File: config.mk
export PLATFORM = sky130hd
export DESIGN_NAME = board_capture
export DESIGN_NICKNAME = d
export VERILOG_FILES = /design/src/rtl/fpgachess_pkg.sv /design/src/rtl/board_capture.sv
export SDC_FILE = /design/constraint.sdc
export NUM_CORES = 1
export LEC_CHECK = 0
export BUFFER_PORTS_ARGS = -buffer_cell sky130_fd_sc_hd__buf_2
export CORE_MARGIN = 1.5
export CORE_UTILIZATION = 60
export DETAILED_ROUTE_END_ITERATION = 16
export PLACE_DENSITY = 0.84
export SETUP_SLACK_MARGIN = 0.3
export SKIP_LAST_GASP = 1
export SLEW_MARGIN = 20
export SYNTH_ARGS = -nofsm -noshare
export SYNTH_HDL_FRONTEND = slang
export SYNTH_SLANG_ARGS = --single-unit
File: constraint.sdc
create_clock -name clk -period 3.3 [get_ports clk]
set_input_delay 0.165 -clock clk [delete_from_list [all_inputs] [get_ports clk]]
set_output_delay 0.165 -clock clk [all_outputs]
set_load 0.01 [all_outputs]
File: src/rtl/fpgachess_pkg.sv
// fpgachess_pkg: square codes, piece constants, square index type and error bit indices.
package fpgachess_pkg;
  typedef logic [5:0] sq_t;
  typedef logic [2:0] piece_t;
  localparam piece_t PC_NONE = 3'd0;
  localparam piece_t PC_K    = 3'd1;
  localparam piece_t PC_Q    = 3'd2;
  localparam piece_t PC_R    = 3'd3;
  localparam piece_t PC_B    = 3'd4;
  localparam piece_t PC_N    = 3'd5;
  localparam piece_t PC_P    = 3'd6;
  localparam piece_t PC_BAD  = 3'd7;
  typedef struct packed {
    logic   white;
    piece_t piece;
  } sqcode_t;
  localparam int ERR_SHORT = 0;
  localparam int ERR_LONG  = 1;
  localparam int ERR_CODE  = 2;
  localparam int ERR_WKING = 3;
  localparam int ERR_BKING = 4;
  localparam int ERR_PAWN  = 5;
  typedef enum logic {IDLE, LOAD} state_t;
endpackage

File: src/rtl/board_capture.sv
// board_capture: assembles a 64-square stream into a validated board snapshot with handshake.
module board_capture
  import fpgachess_pkg::*;
(
  input  logic         clk,
  input  logic         rst,
  input  logic         in_pos_valid,
  input  logic         in_pos_sop,
  input  logic         in_pos_eop,
  input  logic [3:0]   in_pos_data,
  input  logic         in_wtp,
  input  logic [3:0]   in_castle,
  input  logic [2:0]   in_ep,
  input  logic [15:0]  in_hmcount,
  input  logic [15:0]  in_fmcount,
  output logic [255:0] o_board,
  output logic         o_wtp,
  output logic [3:0]   o_castle,
  output logic [2:0]   o_ep,
  output logic [15:0]  o_hmcount,
  output logic [15:0]  o_fmcount,
  output logic [5:0]   o_wking_sq,
  output logic [5:0]   o_bking_sq,
  output logic [5:0]   o_err,
  output logic         o_valid,
  input  logic         i_ready,
  output logic         o_overrun
);
  state_t           state_q;
  logic [63:0][3:0] wb_q, wb_d;
  logic [6:0]       cnt_q, cnt_d;
  logic [1:0]       wkc_q, wkc_d, bkc_q, bkc_d;
  sq_t              wks_q, wks_d, bks_q, bks_d;
  logic [5:0]       werr_q, werr_d, fin_err;
  sqcode_t          code;
  logic             beat, done, accept;
  // The _d values already include the current beat, so a sop+eop beat completes with itself.
  always_comb begin
    code   = sqcode_t'(in_pos_data);
    beat   = in_pos_valid && (in_pos_sop || state_q == LOAD);
    done   = beat && in_pos_eop;
    accept = done && (!o_valid || i_ready);
    wb_d   = in_pos_sop ? '0 : wb_q;
    cnt_d  = in_pos_sop ? '0 : cnt_q;
    wkc_d  = in_pos_sop ? '0 : wkc_q;
    bkc_d  = in_pos_sop ? '0 : bkc_q;
    wks_d  = in_pos_sop ? '0 : wks_q;
    bks_d  = in_pos_sop ? '0 : bks_q;
    werr_d = in_pos_sop ? '0 : werr_q;
    if (beat && cnt_d[6]) werr_d[ERR_LONG] = 1'b1;
    else if (beat) begin
      wb_d[cnt_d[5:0]] = in_pos_data;
      if (code.piece == PC_BAD) werr_d[ERR_CODE] = 1'b1;
      if (code.piece == PC_K && code.white) begin
        wkc_d = (wkc_d == 2'd3) ? 2'd3 : wkc_d + 2'd1;
        wks_d = cnt_d[5:0];
      end
      if (code.piece == PC_K && !code.white) begin
        bkc_d = (bkc_d == 2'd3) ? 2'd3 : bkc_d + 2'd1;
        bks_d = cnt_d[5:0];
      end
      if (code.piece == PC_P && (cnt_d[5:3] == 3'd0 || cnt_d[5:3] == 3'd7)) werr_d[ERR_PAWN] = 1'b1;
      cnt_d = cnt_d + 7'd1;
    end
    fin_err            = werr_d;
    fin_err[ERR_SHORT] = !cnt_d[6];
    fin_err[ERR_WKING] = wkc_d != 2'd1;
    fin_err[ERR_BKING] = bkc_d != 2'd1;
  end
  always_ff @(posedge clk) begin
    if (rst) begin
      state_q    <= IDLE;
      wb_q       <= '0;
      cnt_q      <= '0;
      wkc_q      <= '0;
      bkc_q      <= '0;
      wks_q      <= '0;
      bks_q      <= '0;
      werr_q     <= '0;
      o_board    <= '0;
      o_wtp      <= 1'b0;
      o_castle   <= '0;
      o_ep       <= '0;
      o_hmcount  <= '0;
      o_fmcount  <= '0;
      o_wking_sq <= '0;
      o_bking_sq <= '0;
      o_err      <= '0;
      o_valid    <= 1'b0;
      o_overrun  <= 1'b0;
    end else begin
      if (beat) begin
        state_q <= done ? IDLE : LOAD;
        wb_q    <= wb_d;
        cnt_q   <= cnt_d;
        wkc_q   <= wkc_d;
        bkc_q   <= bkc_d;
        wks_q   <= wks_d;
        bks_q   <= bks_d;
        werr_q  <= werr_d;
      end
      if (accept) begin
        o_board    <= wb_d;
        o_wtp      <= in_wtp;
        o_castle   <= in_castle;
        o_ep       <= in_ep;
        o_hmcount  <= in_hmcount;
        o_fmcount  <= in_fmcount;
        o_wking_sq <= wks_d;
        o_bking_sq <= bks_d;
        o_err      <= fin_err;
        o_valid    <= 1'b1;
      end else if (o_valid && i_ready) o_valid <= 1'b0;
      if (done && !accept) o_overrun <= 1'b1;
    end
  end
endmodule

# == Yosys cells after proc, flatten, opt, wreduce, memory -nomap -nowiden ==
# Cells that the tools add are included.
# word_totals
register_bits,599
inputBits,50
output_inout_bits,316
word_cells,152
# op_classes
addsub,3
n_lt_le_gt_ge,2
eq_ne,8
n_mux,38
reduce_logical,19
# op_table
operator,n
$mux 256,3
$bwmux 256,1
$mux 6,9
$demux 4 s6,1
$mux 7,3
$mux 2,10
$logic_and 1x1->1,10
$mux 1,10
$eq 3x3->1 const B,3
$add 7x1->7 const B,1
$lt 6x7->1 const B,1
$ge 6x1->1 const B,1
$add 2x1->2 const B,2
$eq 2x2->1 const B,2
$logic_not 1->1,4
$mux 4,1
$ne 2x1->1 const B,2
$eq 3x1->1 const B,1
$logic_not 3->1,1
$logic_or 1x1->1,3
$reduce_bool 2->1,1

# == Logic depth before layout (Yosys ltp) ==
# depth
depth_word,8
depth_mapped,9
depth_no_buf,4

# == Worst setup path after synthesis ==
# Ideal clock, no wire load.
# synth_path
path_kind,reg-to-reg
from,register cnt_q[5]
to,register o_board[140]
setup_ns,0.134
arrival_time_ns,1.833
t_required_ns,3.166
path_slack_ns,1.333
stages_incl_launch_ff,7
path_buffers,2
synth_period_minus_slack_ns,1.967
path_cell_list,dfxtp_1 -> buf_4 -> or4b_4 -> buf_6 -> or3_4 -> o22ai_1 -> o22ai_1
# synth_via
elab_chain_cells,8
elab_cells_between_ends,9
cone_classes,order compare (2); mux (6); reduce/logical (1)
# synth_lines
item,line_no,text
from (decl),board_capture.sv:31,"logic [6:0] cnt_q, cnt_d;"
from (signal assigned),board_capture.sv:95,cnt_q <= cnt_d;
$mux 7 (*),board_capture.sv:44,cnt_d = in_pos_sop ? '0 : cnt_q;
$lt 6x7->1 (implied by the code) / $ge 6x1->1 (equally long branches),board_capture.sv:52,wb_d[cnt_d[5:0]] = in_pos_data;
$logic_and 1x1->1 (implied by the code),board_capture.sv:52,
$mux 4 (implied by the code),board_capture.sv:52,
$demux 4 s6 (*),board_capture.sv:52,
$bwmux 256 (*),board_capture.sv:52,
$mux 256 (*),board_capture.sv:51,else if (beat) begin
$mux 256 (*),board_capture.sv:50,if (beat && cnt_d[6]) werr_d[ERR_LONG] = 1'b1;
to (signal assigned),board_capture.sv:103,o_board <= wb_d;
to (decl),board_capture.sv:16,"output logic [255:0] o_board,"
# Mark *: on every way between the ends. The rest lies on a longest branch, timed or not.
# A chain may end at the register's enable or synchronous reset.

# == Worst setup path in the final report ==
# layout_path
from,input in_pos_sop
to,register o_fmcount[8]
# layout_via
elab_chain_cells,4
# layout_lines
item,line_no,text
from (decl),board_capture.sv:8,"input logic in_pos_sop,"
$logic_or 1x1->1,board_capture.sv:40,beat = in_pos_valid && (in_pos_sop || state_q == LOAD);
$logic_and 1x1->1,board_capture.sv:40,
$logic_and 1x1->1,board_capture.sv:41,done = beat && in_pos_eop;
$logic_and 1x1->1,board_capture.sv:42,accept = done && (!o_valid || i_ready);
to (signal assigned),board_capture.sv:108,o_fmcount <= in_fmcount;
to (decl),board_capture.sv:21,"output logic [15:0] o_fmcount,"
# No other way between the ends.

==> summary.md <==
| Metric | Value |
|---|---|
| Critical path data required time | 3.84 ns |
| Die width | 202.7 um |
| Flops & latches, synth | 599 |
| CTS H-tree lvls | 2 |
| FILL cells | 2,689 |
| Initial Util | 61.36% |
| Most frequent cells in the layout | dfxtp_1 (598), buf_2 (363), a22o_1 (240), nand2_1 (225), a21oi_1 (188) |
| Final Cell Area | 28,520 um2 |
| Antenna Nets Post-Route | 0 |
| Syn Inst Count | 2,478 |
| First-pass GRT wire length | 116.0 mm |
| Port bufs | 365 |
| RSZ-0062 raised after global routing | no |
| Crit-path slowest cell | dlygate4sd3_1 |
| Num ports | 366 |
| Setup TNS | 0 ns |
| Sw Pwr | 3.565 mW |
| Pins Over Slew Limit | 0 |
| Setup CP Type | input pin to flop |
| Via-to-Cell Ratio | 6.558 |
| Tot Pwr | 15.41 mW |
| Leak Pwr | 11.30 nW |
| Clk sinks | 599 |
| Seq pwr share | 48.0% |
| Synth area leaders | dfxtp_1 (50%), a22o_1 (8.8%), a2bb2oi_1 (4.4%) |
| EDFF count, synth | 0 |
| Total Wirelength | 74.52 mm |
| Crit. End Element | flop |
| Max Cap Viol | 0 |
| Crit path arrival time | 3.35 ns |
| Routed len/inst | 22.42 um |
| Die Area | 41,100 um2 |
| Syn Nets | 2,528 |
| Clk slew on worst S/H paths | 0.07 ns |
| Sequential cell area | 11,990 um2 |
| Clock root cell | clkbuf_16 |
| Num CTS Buffers | 58 |
| DR pass1 iterations | 6 |
| Fmax | 0.3564 GHz |
| Largest net degree at the start of global routing | 142 |
| CTS Buffer Depth | 3 |
| Post-CTS setup buffers | 0 |
| Worst hold path class | input pin to flop |
| Final nets | 2,811 |
| Distinct cells, synth | 68 |
| Worst path max stage delay | 0.59 ns |
| DR iter-0 viols | 2,081 |
| Top FF cell, synth | dfxtp_1 |
| Largest area contributor in the netlist | dfxtp_1 |
| Slew @ Worst Pin | 1.070 ns |
| Synth Cell Area | 23,940 um2 |
| Most used cell, CP | dlygate4sd3_1 |
| CTS tree | done |
| Final Skew | 0.02883 ns |
| Cell breakdown of the critical path | dlygate4sd3_1, buf_6, o21a_2, and3_4, buf_12, nand2_1, a21oi_1, dlygate4sd3_1 |
| Final hold violations | 0 |
| Async set-reset flop share out of synthesis | 0% |
| Worst skew pair latency | 0.62 ns |
| Post-synthesis sequential area ratio | 50.10% |
| Top cell type's share of synthesized area | 50.10% |
| Die extent in y | 202.7 um |
| Net Sw Frac | 23.13% |
| Multi-input gate area | 10,870 um2 |
| Warnings from Yosys | 0 |
| Slew headroom | 28.59% |
| Status | finished clean |
| Setup Viol. Count Final | 0 |
| Internal power | 11.85 mW |
| Via count | 21.80k |
| Tcrit/Tclk final | 85.01% |
| Placed Area | 25,930 um2 |
| Grt total ovfl | 0 |
| DPL Wire Length | 44.57 mm |
| Synth Area per Inst | 9.659 um2 |
| Commonest non-fill, non-tap cell in the layout | dfxtp_1 |
| Residual DRC | 0 |
| Crit Path Max Fanout | 134 |
| Worst reg-to-reg path cell count | 6 |
| RD Place Congestion | 0.8850 |
| Area delta synth->final | 19.16% |
| Post-route minimum period | 2.805 ns |
| Vias in the first global route | 20.99k |
| Row cnt | 72 |
| Hold path depth | 5 |
| P per Cell Area | 540.3 nW/um2 |
| CORE AREA | 39,010 um2 |
| Peak supply drop | 0.4018 mV |
| Initial antenna violation count | 2 |
| Tot GR Track Use | 34.98% |
| Clock share of power | 45.9% |
| Combinational fraction of design power | 6.1% |
| Startpoint Class | input pin |
| Share of cells above drive strength 1 | 21.33% |
## worst paths after layout
kind	startpoint	slack [ns]	to
setup / recovery	in_pos_sop	0.49	o_fmcount[8]
hold / removal	in_pos_data[3]	0.1	bkc_q[0]
setup reg to reg	state_q	0.52	o_fmcount[8]
hold reg to reg	wb_q[164]	0.45	wb_q[164]
## synthesized netlist by cell type (all sizes together), types with 5 or more instances
master and instances:
a22o 240, inv 27, nand4bb 6, o211ai 14
mux2i 85, nand4 7, nor2b 103, nor4 50
a211oi 13, nor3 38, o22ai 116, a21oi 188
a2bb2oi 120, nor2 64, a32oi 14, clkbuf 180
nand3 57, a2111oi 7, o2111ai 8, dfxtp 599
nand2 226, buf 70, a31oi 19, o311ai 6
nor4b 5, o21ai 154, o2bb2ai 6, or3 9
or4b 7
## power groups by stage
stage / registers, mW / logic, mW / clock network (mW)
floorplan: 7.57 / 0.490 / 0
global placement: 7.55 / 0.828 / 0
detailed placement: 7.55 / 0.845 / 0
CTS: 7.39 / 0.899 / 7.12
global route: 7.40 / 0.985 / 7.43
finish: 7.40 / 0.933 / 7.08
## final cells by class
class	instances	share of cell area (%)
Tap cell	518	2.272
Sequential cell	599	42.05
Multi-Input combinational cell	1601	38.13
Inverter	28	0.3773
Antenna cell	3	0.02632
Timing Repair Buffer	473	10.02
Clock buffer	82	5.971
Clock inverter	20	1.154
## state kept, by name (all words and copies together) (netlist names), 6 cells and up
name / count
o_hmcount: 16
o_fmcount: 16
cnt_q: 7
wks_q: 6
o_board: 256
wb_q: 256
o_err: 6
o_bking_sq: 6
o_wking_sq: 6
bks_q: 6
## stage by stage
step,hold slack [ns],setup WS (ns),util [%],cells
2_1_floorplan,0.3010,1.333,-,2478
3_3_place_gp,0.4044,0.7673,66.47,3164
3_5_place_dp,0.4126,0.7446,66.47,3164
4_1_cts,0.07167,0.3158,73.09,3321
5_1_grt,0.1087,0.4310,73.11,3323
6_report,0.09830,0.4945,73.12,3324
## timing repair
item	CTS	global route
setup endpoints to repair	0	12
hold buffers	55	0
gates resized for setup	0	2
hold endpoints to repair	55	0
## kinds of logic (layout without fill, tap and decap cells)
kind of cell | Yosys count | after routing | share of synthesized area (%)
and+or+nand+nor | 593 | 593 | 14.28
AOI/OAI and AO/OA | 921 | 921 | 27.20
other | 0 | 3 | 0
muxes | 87 | 87 | 3.649
buffers and inverters | 278 | 603 | 4.778
DFF | 599 | 599 | 50.10
## per-layer routing
metal	global-route usage [%]	share of wire [%]	vias to the layer above
met5	0	0	-
met2	55.23	46	1265
li1	-	-	9778
met3	7.560	9.7	244
met4	18.02	4.9	0
met1	45.15	40	10510
## worst max-delay path: cells and delay by family
kind	cells	cell delay, ns
AO/OA/AOI/OAI	2	0.57
buffers and inverters	4	1.92
AND/OR/NAND/NOR	2	0.57
Note: power is estimated with default switching activity, not from simulation.
